File: src/rtl/rs_issue_select.sv
// Reservation-station slice allocator + age-matrix oldest-ready issue select (optional RS_SELECT_PERF_EN perf counters).
// Latency: alloc_idx/issue_idx combinational from state; allocated entry issuable the next cycle, freed entry reusable the next cycle.
// Backpressure: fu_ready=0 holds the selected entry; full or flush deasserts alloc_ready; flush also deasserts issue_valid.
module rs_issue_select #(
    parameter  int RS_ENTRIES = 8,
    localparam int IDX_W      = $clog2(RS_ENTRIES),
    localparam int OCC_W      = $clog2(RS_ENTRIES + 1)
) (
    input  logic                  clk,
    input  logic                  rst,
    input  logic                  flush,
    input  logic                  alloc_valid,
    output logic                  alloc_ready,
    output logic [IDX_W-1:0]      alloc_idx,
    input  logic [RS_ENTRIES-1:0] entry_ready,
    input  logic                  fu_ready,
    output logic                  issue_valid,
    output logic [IDX_W-1:0]      issue_idx,
    output logic [RS_ENTRIES-1:0] entry_valid,
`ifdef RS_SELECT_PERF_EN
    output logic [31:0]           stall_fu_cnt,
    output logic [31:0]           alloc_reject_cnt,
`endif
    output logic [OCC_W-1:0]      occupancy
);

    logic [RS_ENTRIES-1:0]                 valid_q, valid_d;
    logic [RS_ENTRIES-1:0][RS_ENTRIES-1:0] age_q, age_d;
    logic [OCC_W-1:0]                      occ_q, occ_d;

    logic                  full;
    logic                  alloc_fire;
    logic                  issue_fire;
    logic [RS_ENTRIES-1:0] elig;
    logic [RS_ENTRIES-1:0] older_elig;
    logic [RS_ENTRIES-1:0] oldest;

    assign full        = (occ_q == OCC_W'(RS_ENTRIES));
    assign alloc_ready = ~full & ~flush;
    assign alloc_fire  = alloc_valid & alloc_ready;
    assign elig        = valid_q & entry_ready;
    assign issue_valid = (|elig) & ~flush;
    assign issue_fire  = issue_valid & fu_ready;
    assign entry_valid = valid_q;
    assign occupancy   = occ_q;

    always_comb begin
        alloc_idx = '0;
        for (int i = RS_ENTRIES - 1; i >= 0; i--) begin
            if (!valid_q[i]) alloc_idx = IDX_W'(i);
        end
    end

    // An eligible entry is the oldest when no other eligible entry is older than it.
    always_comb begin
        older_elig = '0;
        for (int i = 0; i < RS_ENTRIES; i++) begin
            for (int j = 0; j < RS_ENTRIES; j++) begin
                if (j != i && elig[j] && age_q[j][i]) older_elig[i] = 1'b1;
            end
        end
    end

    assign oldest = elig & ~older_elig;

    always_comb begin
        issue_idx = '0;
        for (int i = RS_ENTRIES - 1; i >= 0; i--) begin
            if (oldest[i]) issue_idx = IDX_W'(i);
        end
    end

    always_comb begin
        valid_d = valid_q;
        age_d   = age_q;
        occ_d   = occ_q;
        if (flush) begin
            valid_d = '0;
            age_d   = '0;
            occ_d   = '0;
        end else begin
            if (issue_fire) valid_d[issue_idx] = 1'b0;
            if (alloc_fire) begin
                valid_d[alloc_idx] = 1'b1;
                age_d[alloc_idx]   = '0;
                // Every entry valid before this edge is older than the newcomer.
                for (int j = 0; j < RS_ENTRIES; j++) begin
                    age_d[j][alloc_idx] = valid_q[j];
                end
            end
            case ({alloc_fire, issue_fire})
                2'b10:   occ_d = occ_q + OCC_W'(1);
                2'b01:   occ_d = occ_q - OCC_W'(1);
                default: occ_d = occ_q;
            endcase
        end
    end

    always_ff @(posedge clk) begin
        if (!rst) begin
            valid_q <= '0;
            age_q   <= '0;
            occ_q   <= '0;
        end else begin
            valid_q <= valid_d;
            age_q   <= age_d;
            occ_q   <= occ_d;
        end
    end

`ifdef RS_SELECT_PERF_EN
    logic [31:0] stall_q, reject_q;
    logic        stall_evt, reject_evt;

    assign stall_evt        = (|elig) & ~fu_ready & ~flush;
    assign reject_evt       = alloc_valid & full & ~flush;
    assign stall_fu_cnt     = stall_q;
    assign alloc_reject_cnt = reject_q;

    always_ff @(posedge clk) begin
        if (!rst) begin
            stall_q  <= '0;
            reject_q <= '0;
        end else begin
            if (stall_evt && stall_q != '1)   stall_q  <= stall_q + 32'd1;
            if (reject_evt && reject_q != '1) reject_q <= reject_q + 32'd1;
        end
    end
`endif

endmodule

File: config.mk
export PLATFORM = sky130hd
export DESIGN_NAME = rs_issue_select
export DESIGN_NICKNAME = d
export VERILOG_FILES = /design/src/rtl/rs_issue_select.sv
export SDC_FILE = /design/constraint.sdc
export NUM_CORES = 1
export LEC_CHECK = 0
export ABC_AREA = 1
export BUFFER_PORTS_ARGS = -buffer_cell sky130_fd_sc_hd__buf_4
export CORE_MARGIN = 2
export CORE_UTILIZATION = 32
export CTS_CLUSTER_SIZE = 28
export DETAILED_ROUTE_END_ITERATION = 16
export SLEW_MARGIN = 20
export SYNTH_ARGS = -nofsm -noshare
export SYNTH_HDL_FRONTEND = slang
export SYNTH_SLANG_ARGS = --single-unit
File: constraint.sdc
create_clock -name clk -period 2.04 [get_ports clk]
set_input_delay 0.204 -clock clk [delete_from_list [all_inputs] [get_ports clk]]
set_output_delay 0.204 -clock clk [all_outputs]
set_load 0.01 [all_outputs]
Word-level counts from Yosys, hierarchy flattened
Index checks and enable logic that the tools add are counted.
{ "classes": {"n_addsub": 2, "order_cmp": 4, "n_eq_ne": 3, "muxes": 90, "bitwise_logic": 15, "reduce_logical": 61} }
{ "ops": {"columns": ["cell", "n"], "rows": [
  ["$and 64x64->64", 1],
  ["$bwmux 8", 8],
  ["$not 64->64", 1],
  ["$logic_and 1x1->1", 58],
  ["$mux 1", 58],
  ["$mux 3", 16],
  ["$mux 8", 4],
  ["$and 8x8->8", 3],
  ["$demux 8 s3", 1],
  ["$not 8->8", 2],
  ["$lt 3x4->1 const B", 2],
  ["$or 8x8->8", 1],
  ["$pmux 4 s2", 1],
  ["$reduce_or 8->1", 1],
  ["$demux 1 s3", 2],
  ["$ge 3x1->1 const B", 2],
  ["$add 4x1->4 const B", 1],
  ["$and 1x1->1", 4],
  ["$eq 4x4->1 const B", 1],
  ["$sub 4x1->4 const B", 1],
  ["$not 1->1", 3],
  ["$eq 2x1->1 const B", 1],
  ["$eq 2x2->1 const B", 1],
  ["$reduce_bool 2->1", 1],
  ["$reduce_or 2->1", 1]
]} }
{ "word_totals": {"regBits": 76, "in_bits": 13, "out_inout_bits": 20} }

Longest topological paths before layout
Gate-level depths: netlist of run 1.
{ "logic_depth": {"ltp_word": 29, "mapped_depth": 18} }

Worst setup path before layout of run 1
No wires, ideal clock.
{ "synth_path": {"path_type": "reg2reg", "startpoint": "register valid_q[3] (netlist: entry_valid[3])", "endpoint": "register occ_q[3] (netlist: occupancy[3])", "t_arrival_ns": 2.273, "t_required_ns": 1.970, "path_slack_ns": -0.304, "stages_incl_launch_ff": 16, "path_buffers": 1, "cell_sequence": "dfxtp_1 buf_4 nand2_1 clkinv_2 nor3_1 nand3_1 nand2_1 nor2_2 ha_1 ha_1 nand2_1 nor2_1 a211oi_1 xor2_1 nand2_1 a21oi_1"} }
{ "synth_between": {"elab_chain_cells": 6} }
{ "synth_lines": {"columns": ["item", "line", "source"], "rows": [
  ["start: declaration", "27", "logic [RS_ENTRIES-1:0] valid_q, valid_d;"],
  ["start signal: assignment", "105", "valid_q <= valid_d;"],
  ["$and 8x8->8 *", "41", "assign elig = valid_q & entry_ready;"],
  ["$reduce_or 8->1 *", "42", "assign issue_valid = (|elig) & ~flush;"],
  ["$and 1x1->1 *", "42", null],
  ["$and 1x1->1 *", "43", "assign issue_fire = issue_valid & fu_ready;"],
  ["$eq 2x1->1 / $eq 2x2->1 (equally long branches)", "91", "case ({alloc_fire, issue_fire})"],
  ["$pmux 4 s2 / $reduce_bool 2->1 (equally long branches)", null, null],
  ["end signal: assignment", "103", "occ_q <= '0;"],
  ["end signal: assignment", "107", "occ_q <= occ_d;"],
  ["end: declaration", "29", "logic [OCC_W-1:0] occ_q, occ_d;"]
]} }
Every way passes the cells marked *; elsewhere a longest branch is shown, timed or not.
A chain may end at the register's enable or synchronous reset.

Worst setup path after layout of run 1
{ "layout_path": {"startpoint": "register valid_q[2] (netlist: entry_valid[2])", "endpoint": "register occ_q[3] (netlist: occupancy[3])"} }
Same word-level chain as after synthesis.

==> qor.csv, run 1 <==
stage;metric;value;unit
detailed_routing;drt first pass iters;6;
yosys;sequential share of the synthesized area;0.391;
worst_setup_path;cell breakdown of the critical path;nand2_4, nand4_1, nor3_2, nand3_1, nand2_2, nor2_4, ha_4, ha_4, nand2_1, nor2_1, a211oi_2, xor2_1, nand2_1, a21oi_1;
clocking;clock latency on the worst-skew pair;360;ps
sta;Final Hold Viols;0;
worst_setup_path;Setup crit end kind;flip-flop;
run;max_cap viols;0;
worst_setup_path;Setup crit start kind;flip-flop;
floorplan;Initial Util;0.324;
detailed_routing;initial drt markers;404;
clocking;CTS HTree Levels;3;
sta;f_max;0.457;GHz
floorplan;core area;10700;sq um
yosys;Post-Synthesis Cells;489;
place;Cells after DPL;686;
sta;Clock Skew;12.2;ps
yosys;cell taking the most area after synthesis;dfxtp_1;
outcome;failing checks;negative setup slack;
sta;min Tclk post-route;2190;ps
grt;GRT Util Overall;0.210;
clocking;Root Driver;clkbuf_8;
yosys;top cells by area, synth;dfxtp_1 39%, nand2_1 13%, nor2_1 6.8%;
yosys;fraction of the mapped netlist area in adder cells;0.0165;
yosys;netlist area before placement;3490;sq um
sta;worst slew pin tran;527;ps
detailed_routing;DRT Wirelength;12300;um
yosys;largest family of logic cells by synthesized area;simple AND/OR/NAND/NOR gates;
clocking;TritonCTS Sinks;68;
yosys;top cell type's share of synthesized area;0.391;
detailed_routing;via density per instance;5.18;
yosys;post-synthesis compound-gate area fraction;0.131;
worst_setup_path;CP Class;reg -> reg;
yosys;Top FF cell, synth;dfxtp_1;
worst_setup_path;CP Data Arrival Time;2490;ps
yosys;XOR/XNOR share of the synthesized area;0.00754;
sta;RSZ-0062 raised after global routing;true;
grt;first-pass GRT wire length;18600;um
finish;share of layout cells above drive strength 1;0.399;
clocking;Num CTS Buffers;9;
floorplan;die width;108;um
floorplan;Die Ht;108;um
grt;antenna violations before repair;0;
detailed_routing;Residual DRC;0;
yosys;simple-gate share of the synthesized area;0.367;
sta;setup violators final;4;
sta;max-slew violations;0;
finish;most frequent cells in the layout;100 x nand2_1, 69 x buf_4, 59 x dfxtp_1, 57 x nor2_1, 35 x a21oi_1;
yosys;YS warnings;0;
worst_setup_path;Slowest cell on crit path;dfxtp_2;
outcome;status;complete, but fails checks;
yosys;syn nets;506;
clocking;CTS tree;yes;
floorplan;I/O Pins;33;
floorplan;row cnt;38;
sta;final setup margin;-150;ps
detailed_routing;ANT nets after route;0;
finish;Final Util;0.458;
place;GP Congestion;0.897;
min_path;Hold Path Depth;4;
yosys;Synth Register Bits;68;
detailed_routing;routed len/inst;17.0;um
sta;hold slack;308;ps
worst_setup_path;crit-path max cell delay;340;ps
finish;final net count;593;
grt;largest net degree at the start of global routing;30;
yosys;syn_area_per_cell;7.13;sq um
yosys;Unique masters post-synth;41;
yosys;mux share of post-synthesis cell area;0;
yosys;Post-synth ARST share;0;
finish;Area growth, synth to finish;41.2;%
clocking;Worst-path clk slew;80;ps
finish;most common cell after layout, fill and taps aside;nand2_1;
worst_setup_path;r2r worst-path depth;14;
floorplan;Die Footprint;11700;sq um
place;input/output buffers;32;
grt;vias in the first global route;3457;
clocking;CTS max path bufs;2;
finish;final cell count without fillers;721;
detailed_routing;via count;3733;
pwr;maximum vdd drop;0.000267;V
sta;Final Cycle Share;1.07;
finish;# diodes;0;
worst_setup_path;crit-path max FO;3;
yosys;Post-synth EDFFs;0;
grt;global route total overflow;0;
min_path;Hold Path Class;in -> reg;
pwr;leakage;0.00212;uW
sta;Slew Limit Headroom;0.646;
pwr;Pwr Density;595;nW/um^2
place;Detail Placement HPWL;8400;um
worst_setup_path;Crit path required time;2340;ps
==> layer usage <==
| metal | global-route usage | vias up | share of wire |
|---|---|---|---|
| met2 | 0.341 | 198 | 0.45 |
| met5 | 0 | - | 0 |
| met1 | 0.274 | 1733 | 0.43 |
| li1 | - | 1755 | - |
| met4 | 0.0806 | 0 | 0.036 |
| met3 | 0.0452 | 47 | 0.088 |
==> worst max-delay path: cells and delay by family (launching register included) <==
kind / cells / cell delay [ps]
AND/OR/NAND/NOR: 9 / 930
adder cells (fa/ha/maj): 2 / 400
flip-flops: 1 / 340
AO/OA/AOI/OAI: 2 / 290
XOR/XNOR: 1 / 170
==> cells by family (layout without fill, tap and decap cells) <==
kind of cell / after synthesis / after routing
AND/OR/NAND/NOR: 275 / 276
AO/OA/AOI/OAI: 71 / 71
flip-flops: 68 / 68
buffers and inverters: 68 / 159
adder cells (fa/ha/maj): 4 / 4
XOR/XNOR: 3 / 3
==> cell usage after synthesis, types with 3 or more instances <==
| master | count |
|---|---|
| a211oi_1 | 6 |
| a211oi_2 | 5 |
| a21oi_1 | 37 |
| buf_4 | 7 |
| clkbuf_1 | 3 |
| clkinv_2 | 3 |
| dfxtp_1 | 68 |
| ha_1 | 3 |
| inv_1 | 35 |
| inv_2 | 14 |
| nand2_1 | 125 |
| nand2_2 | 11 |
| nand2_4 | 6 |
| nand3_1 | 42 |
| nand4_1 | 6 |
| nor2_1 | 63 |
| nor2_2 | 5 |
| nor2_4 | 5 |
| nor3_1 | 6 |
| o21a_1 | 3 |
| o21ai_0 | 8 |
| o21ai_1 | 7 |
==> registers in the layout, summed over array words and instances, names as in the netlist <==
signal / flops
age_q: 56
entry_valid: 8
occupancy: 4
==> final timing paths <==
check | from | endpoint | slack, ps
max | entry_valid[2] | occupancy[3] | -150
min | alloc_valid | occupancy[0] | 310
max reg2reg | entry_valid[2] | occupancy[3] | -150
min reg2reg | age_q[47] | age_q[47] | 450
==> through the flow <==
step | setup slack [ps] | TNS [ps] | area (sq um) | total power, uW
global placement | -115 | -115 | 4160 | 1530
global route | -279 | -1250 | 4920 | 3010
detailed placement | -255 | -367 | 4160 | 1530
finish | -150 | -379 | 4920 | 2930
CTS | -160 | -237 | 4540 | 2930
floorplan | -27.5 | -35.3 | 3550 | 1450
==> layout make-up <==
type,instances,area [sq um]
fill,1063,5820
multi-input combinational,354,2120
sequential,68,1370
timing repair buffer,87,751
inverter,56,260
tap,140,175
clock buffer,9,124
clock inverter,7,124
==> report_power, final <==
part,switching (uW),internal (uW)
clock,586,820
combinational,115,70.1
sequential,4.38,1330
total,705,2220
==> repair_timing <==
action,in CTS,in global routing
pin swaps,6,42
setup buffers,7,15
resized for setup,23,92
hold buffers,0,0
setup endpoints to repair,6,40
cloned,0,1
Power figures use the tool's default switching activity.
==> run 2, diff against run 1 <==
- CORE_UTILIZATION: 32 -> 49
- PLACE_DENSITY: not set -> 0.71
- RECOVER_POWER: not set -> 25
==> qor.csv, run 2 (synthesis results as in run 1) <==
stage;metric;value;unit
floorplan;Die Footprint;7800;sq um
worst_setup_path;most frequent CP cell;nand2_1;
detailed_routing;DRT Wirelength;10500;um
sta;max-slew violations;0;
min_path;Hold Path Class;in -> reg;
floorplan;Initial Util;0.510;
finish;final cell count without fillers;662;
worst_setup_path;Setup crit end kind;output port;
detailed_routing;initial drt markers;264;
worst_setup_path;FF-to-FF Start;entry_valid[5];
sta;Final Cycle Share;1.02;
finish;Area growth, synth to finish;25.5;%
finish;largest register by flop count;age_q;
grt;vias in the first global route;3294;
run;max_cap viols;0;
grt;GRT Util Overall;0.284;
sta;RSZ-0062 raised after global routing;true;
place;Cells after DPL;641;
worst_setup_path;buffers and inverters on the worst path;4;
finish;Final Util;0.640;
grt;global route total overflow;0;
clocking;CTS HTree Levels;3;
detailed_routing;Residual DRC;0;
detailed_routing;ANT nets after route;0;
clocking;clock latency on the worst-skew pair;350;ps
finish;most common cell after layout, fill and taps aside;nand2_1;
clocking;TritonCTS Sinks;68;
clocking;Worst-path clk slew;70;ps
outcome;failing checks;negative setup slack;
detailed_routing;drt first pass iters;5;
detailed_routing;routed len/inst;15.9;um
grt;first-pass GRT wire length;16500;um
finish;most frequent cells in the layout;118 x nand2_1, 67 x buf_4, 61 x dfxtp_1, 60 x nor2_1, 42 x nand3_1;
grt;largest net degree at the start of global routing;30;
clocking;Root Driver;clkbuf_8;
sta;Slew Limit Headroom;0.724;
floorplan;core area;6830;sq um
pwr;maximum vdd drop;0.000503;V
finish;# fillers;615;
worst_setup_path;CP startpoint;entry_valid[6];
finish;max FFs per register;56;
worst_setup_path;Crit path required time;1840;ps
place;GP Congestion;0.941;
worst_setup_path;delay-heaviest family, CP;simple AND/OR/NAND/NOR gates;
place;input/output buffers;32;
min_path;hold path startpoint;alloc_valid;
pwr;Pwr Density;604;nW/um^2
floorplan;I/O Pins;33;
worst_setup_path;cell breakdown of the critical path;nand2_2, buf_4, inv_4, nand2_2, nor2_2, nand2_2, nand2_1, nand2_1, nand2_1, nand2_1, nand2_1, nand2_2, nand2_4, inv_2, buf_4;
floorplan;row cnt;30;
worst_setup_path;crit-path max cell delay;350;ps
sta;final setup margin;-39.3;ps
sta;min Tclk post-route;2080;ps
sta;setup violators final;2;
grt;antenna violations before repair;0;
worst_setup_path;crit-path max FO;5;
worst_setup_path;CP Class;reg -> out;
clocking;hold_buf cts;0;
worst_setup_path;Slowest cell on crit path;dfxtp_2;
finish;# diodes;0;
place;Detail Placement HPWL;7860;um
sta;worst slew pin tran;412;ps
clocking;Num CTS Buffers;9;
sta;Final Hold Viols;0;
finish;final net count;578;
sta;Clock Skew;9.53;ps
pwr;leakage;0.00195;uW
clocking;CTS tree;yes;
outcome;status;complete, but fails checks;
detailed_routing;via density per instance;5.46;
worst_setup_path;CP Data Arrival Time;1880;ps
worst_setup_path;Setup crit start kind;flip-flop;
clocking;CTS max path bufs;2;
pwr;Design Power;2640;uW
floorplan;Die Ht;88.3;um
detailed_routing;via count;3617;
sta;f_max;0.481;GHz
floorplan;die width;88.3;um
finish;share of layout cells above drive strength 1;0.302;
run 2: path summary, 6_finish.rpt:
kind	cells after the start	end	slack, ps
setup / recovery	15	issue_idx[0]	-40
hold / removal	4	occupancy[0]	350
setup reg to reg	14	occupancy[3]	-20
hold reg to reg	2	age_q[47]	460
run 2: cell type report:
cell class | count | area [sq um] | share of cell area
clock inverters | 4 | 47.5 | 0.0109
inverters | 56 | 231 | 0.0529
repair buffers | 73 | 556 | 0.127
well taps | 96 | 120 | 0.0275
flip-flops and latches | 68 | 1370 | 0.313
clock buffers | 12 | 155 | 0.0355
multi-input cells | 353 | 1890 | 0.433
run 2: worst reg2reg max path, delay by kind of cell (launching register included):
| kind | cells | cell delay [ps] |
|---|---|---|
| adder cells (fa/ha/maj) | 2 | 440 |
| AO/OA/AOI/OAI | 2 | 280 |
| XOR/XNOR | 1 | 160 |
| flip-flops | 1 | 320 |
| AND/OR/NAND/NOR | 9 | 800 |
run 2: where the power goes:
part           switching (uW)  total, uW  internal [uW]  leakage (uW)
logic                    99.6        160           60.2       0.00129
registers                4.28       1340           1330      0.000552
clock network             517       1140            628      0.000102
total                     621       2640           2020       0.00195
run 2: through the flow:
step	setup WS [ps]	setup TNS [ps]	cell area, sq um	hold WS, ps
2_1_floorplan	-27.5	-35.3	3550	423
3_3_place_gp	-23.7	-23.7	4090	436
3_5_place_dp	-82.6	-82.6	4090	444
4_1_cts	-54.1	-103	4320	346
5_1_grt	-212	-386	4370	365
6_report	-39.3	-63.6	4370	354
run 2: metal layers:
| layer | GRT usage | vias up | wire [um] |
|---|---|---|---|
| met5 | 0 | - | 0 |
| met4 | 0.134 | 0 | 359 |
| met3 | 0.0662 | 39 | 949 |
| met2 | 0.453 | 198 | 4800 |
| met1 | 0.363 | 1656 | 4420 |
| li1 | - | 1724 | - |
run 2: what timing repair did:
action | 4_1_cts | 5_1_grt
endpoints found under the setup margin | 2 | 8
setup buffers | 1 | 4
pin swaps | 0 | 1
gates cloned | 0 | 0
resized for setup | 5 | 18
==> run 3, diff against run 2 <==
- CELL_PAD_IN_SITES_DETAIL_PLACEMENT: not set -> 0
- CELL_PAD_IN_SITES_GLOBAL_PLACEMENT: not set -> 1
- CORE_UTILIZATION: 49 -> 39
- PLACE_DENSITY: 0.71 -> not set
- PLACE_DENSITY_LB_ADDON: not set -> 0.1
==> qor.csv, run 3 (synthesis results as in run 1) <==
stage;metric;value;unit
outcome;status;complete, but fails checks;
outcome;failing checks;negative setup slack;
worst_setup_path;r2r worst-path depth;13;
clocking;CTS HTree Levels;3;
pwr;maximum vdd drop;0.000419;V
worst_setup_path;FF-to-FF Start;entry_valid[6];
sta;setup TNS;-66.1;ps
worst_setup_path;CP Class;reg -> out;
detailed_routing;Residual DRC;0;
worst_setup_path;Setup crit start kind;flip-flop;
worst_setup_path;r2r setup slk;-10;ps
grt;first-pass GRT wire length;18400;um
pwr;Pwr Density;595;nW/um^2
clocking;clock latency on the worst-skew pair;350;ps
sta;f_max;0.478;GHz
worst_setup_path;Setup crit end kind;output port;
floorplan;I/O Pins;33;
finish;largest register by flop count;age_q;
place;input/output buffers;32;
detailed_routing;ANT nets after route;0;
clocking;Root Driver;clkbuf_8;
min_path;hold path startpoint;alloc_valid;
sta;RSZ-0062 raised after global routing;true;
worst_setup_path;Worst Setup EP;issue_idx[0];
grt;antenna violations before repair;0;
clocking;Num CTS Buffers;9;
finish;share of layout cells above drive strength 1;0.319;
sta;Final Hold Viols;0;
sta;min Tclk post-route;2090;ps
place;Cells after DPL;656;
place;GP Congestion;0.922;
worst_setup_path;CP Data Arrival Time;1890;ps
sta;Clock Skew;8.61;ps
detailed_routing;via count;3495;
sta;worst slew pin tran;390;ps
clocking;Worst-path clk slew;80;ps
sta;setup violators final;4;
finish;Area growth, synth to finish;28.2;%
detailed_routing;DRT Wirelength;11600;um
clocking;hold_buf cts;0;
finish;final net count;585;
sta;final setup margin;-50.5;ps
place;Detail Placement HPWL;8590;um
detailed_routing;via density per instance;5.13;
finish;# diodes;0;
finish;most frequent cells in the layout;116 x nand2_1, 71 x buf_4, 62 x dfxtp_1, 60 x nor2_1, 42 x nand3_1;
grt;GRT Util Overall;0.246;
finish;final cell count without fillers;681;
run;max_cap viols;0;
sta;Final Cycle Share;1.02;
floorplan;Die Footprint;9710;sq um
clocking;CTS max path bufs;2;
detailed_routing;drt first pass iters;5;
floorplan;row cnt;34;
grt;largest net degree at the start of global routing;20;
worst_setup_path;Crit path required time;1840;ps
finish;# fillers;894;
clocking;TritonCTS Sinks;68;
finish;max FFs per register;56;
floorplan;core area;8680;sq um
finish;most common cell after layout, fill and taps aside;nand2_1;
worst_setup_path;Critical R2R Capture;occupancy[2];
detailed_routing;initial drt markers;172;
worst_setup_path;crit-path max FO;3;
sta;Slew Limit Headroom;0.739;
detailed_routing;routed len/inst;17.0;um
worst_setup_path;CP startpoint;entry_valid[6];
min_path;Hold Path Class;in -> reg;
grt;global route total overflow;0;
pwr;leakage;0.00197;uW
clocking;CTS tree;yes;
floorplan;die width;98.5;um
floorplan;Initial Util;0.402;
sta;max-slew violations;0;
grt;vias in the first global route;3379;
floorplan;Die Ht;98.5;um
[run 3: cell types whose count changed in the layout (fill, tap and decap cells not counted), sizes merged]
cell / delta
buf: +7
clkbuf: -3
clkinv: +1
clkinvlp: +1
inv: +1
[run 3: routing by layer]
layer / global-route usage / vias up / wire (um)
met2: 0.403 / 110 / 5320
met5: 0 / - / 0
met4: 0.0832 / 0 / 243
met3: 0.0468 / 21 / 694
li1: - / 1733 / -
met1: 0.327 / 1631 / 5300
[run 3: power breakdown]
part	internal [uW]	leakage, uW	switching, uW
sequential	1330	0.000551	4.86
combinational	64.1	0.00133	104
clock	570	0.0000958	580
total	1970	0.00197	689
[run 3: final cells by class]
cell class / count / area, sq um / area share
repair buffers: 80 / 619 / 0.139
multi-input cells: 353 / 1910 / 0.428
clock inverters: 7 / 76.3 / 0.0171
clock buffers: 9 / 124 / 0.0277
flip-flops and latches: 68 / 1370 / 0.306
well taps: 108 / 135 / 0.0302
inverters: 56 / 231 / 0.0518
[run 3: per-stage QoR]
stage | total power (uW) | hold slack (ps) | worst slack, ps | cell area (sq um) | util
after CTS | 2680 | 341 | -35.3 | 4400 | 0.507
after global routing | 2740 | 362 | -179 | 4470 | 0.515
final | 2660 | 348 | -50.5 | 4470 | 0.515
after detailed placement | 1530 | 443 | -79.8 | 4130 | 0.476
after floorplan | 1450 | 423 | -27.5 | 3550 | -
after global placement | 1530 | 439 | -76.5 | 4130 | 0.476
[run 3: what timing repair did]
action	CTS	global route
cloned	0	0
pin swaps	2	8
setup buffers	4	5
setup endpoints to repair	4	11
resized for setup	13	22
[run 3: worst min path at each step]
stage                              end  cells after the start
final                     occupancy[0]                      4
after global routing      occupancy[0]                      4
after CTS                 occupancy[0]                      4
after detailed placement     age_q[15]                      2
after global placement        age_q[6]                      2
after floorplan              age_q[47]                      2
[run 3: critical path: stages (launching register included)]
cell     delay (ps)
dfxtp_2         350
nand2_2          60
buf_4           140
inv_4            60
nand2_2          60
nor2_2          160
nand2_1         100
nand2_1          80
nand2_1          50
nand2_1          60
nand2_1          50
nand2_1          60
nand2_2          70
nand2_4          80
inv_2            40
buf_4           130
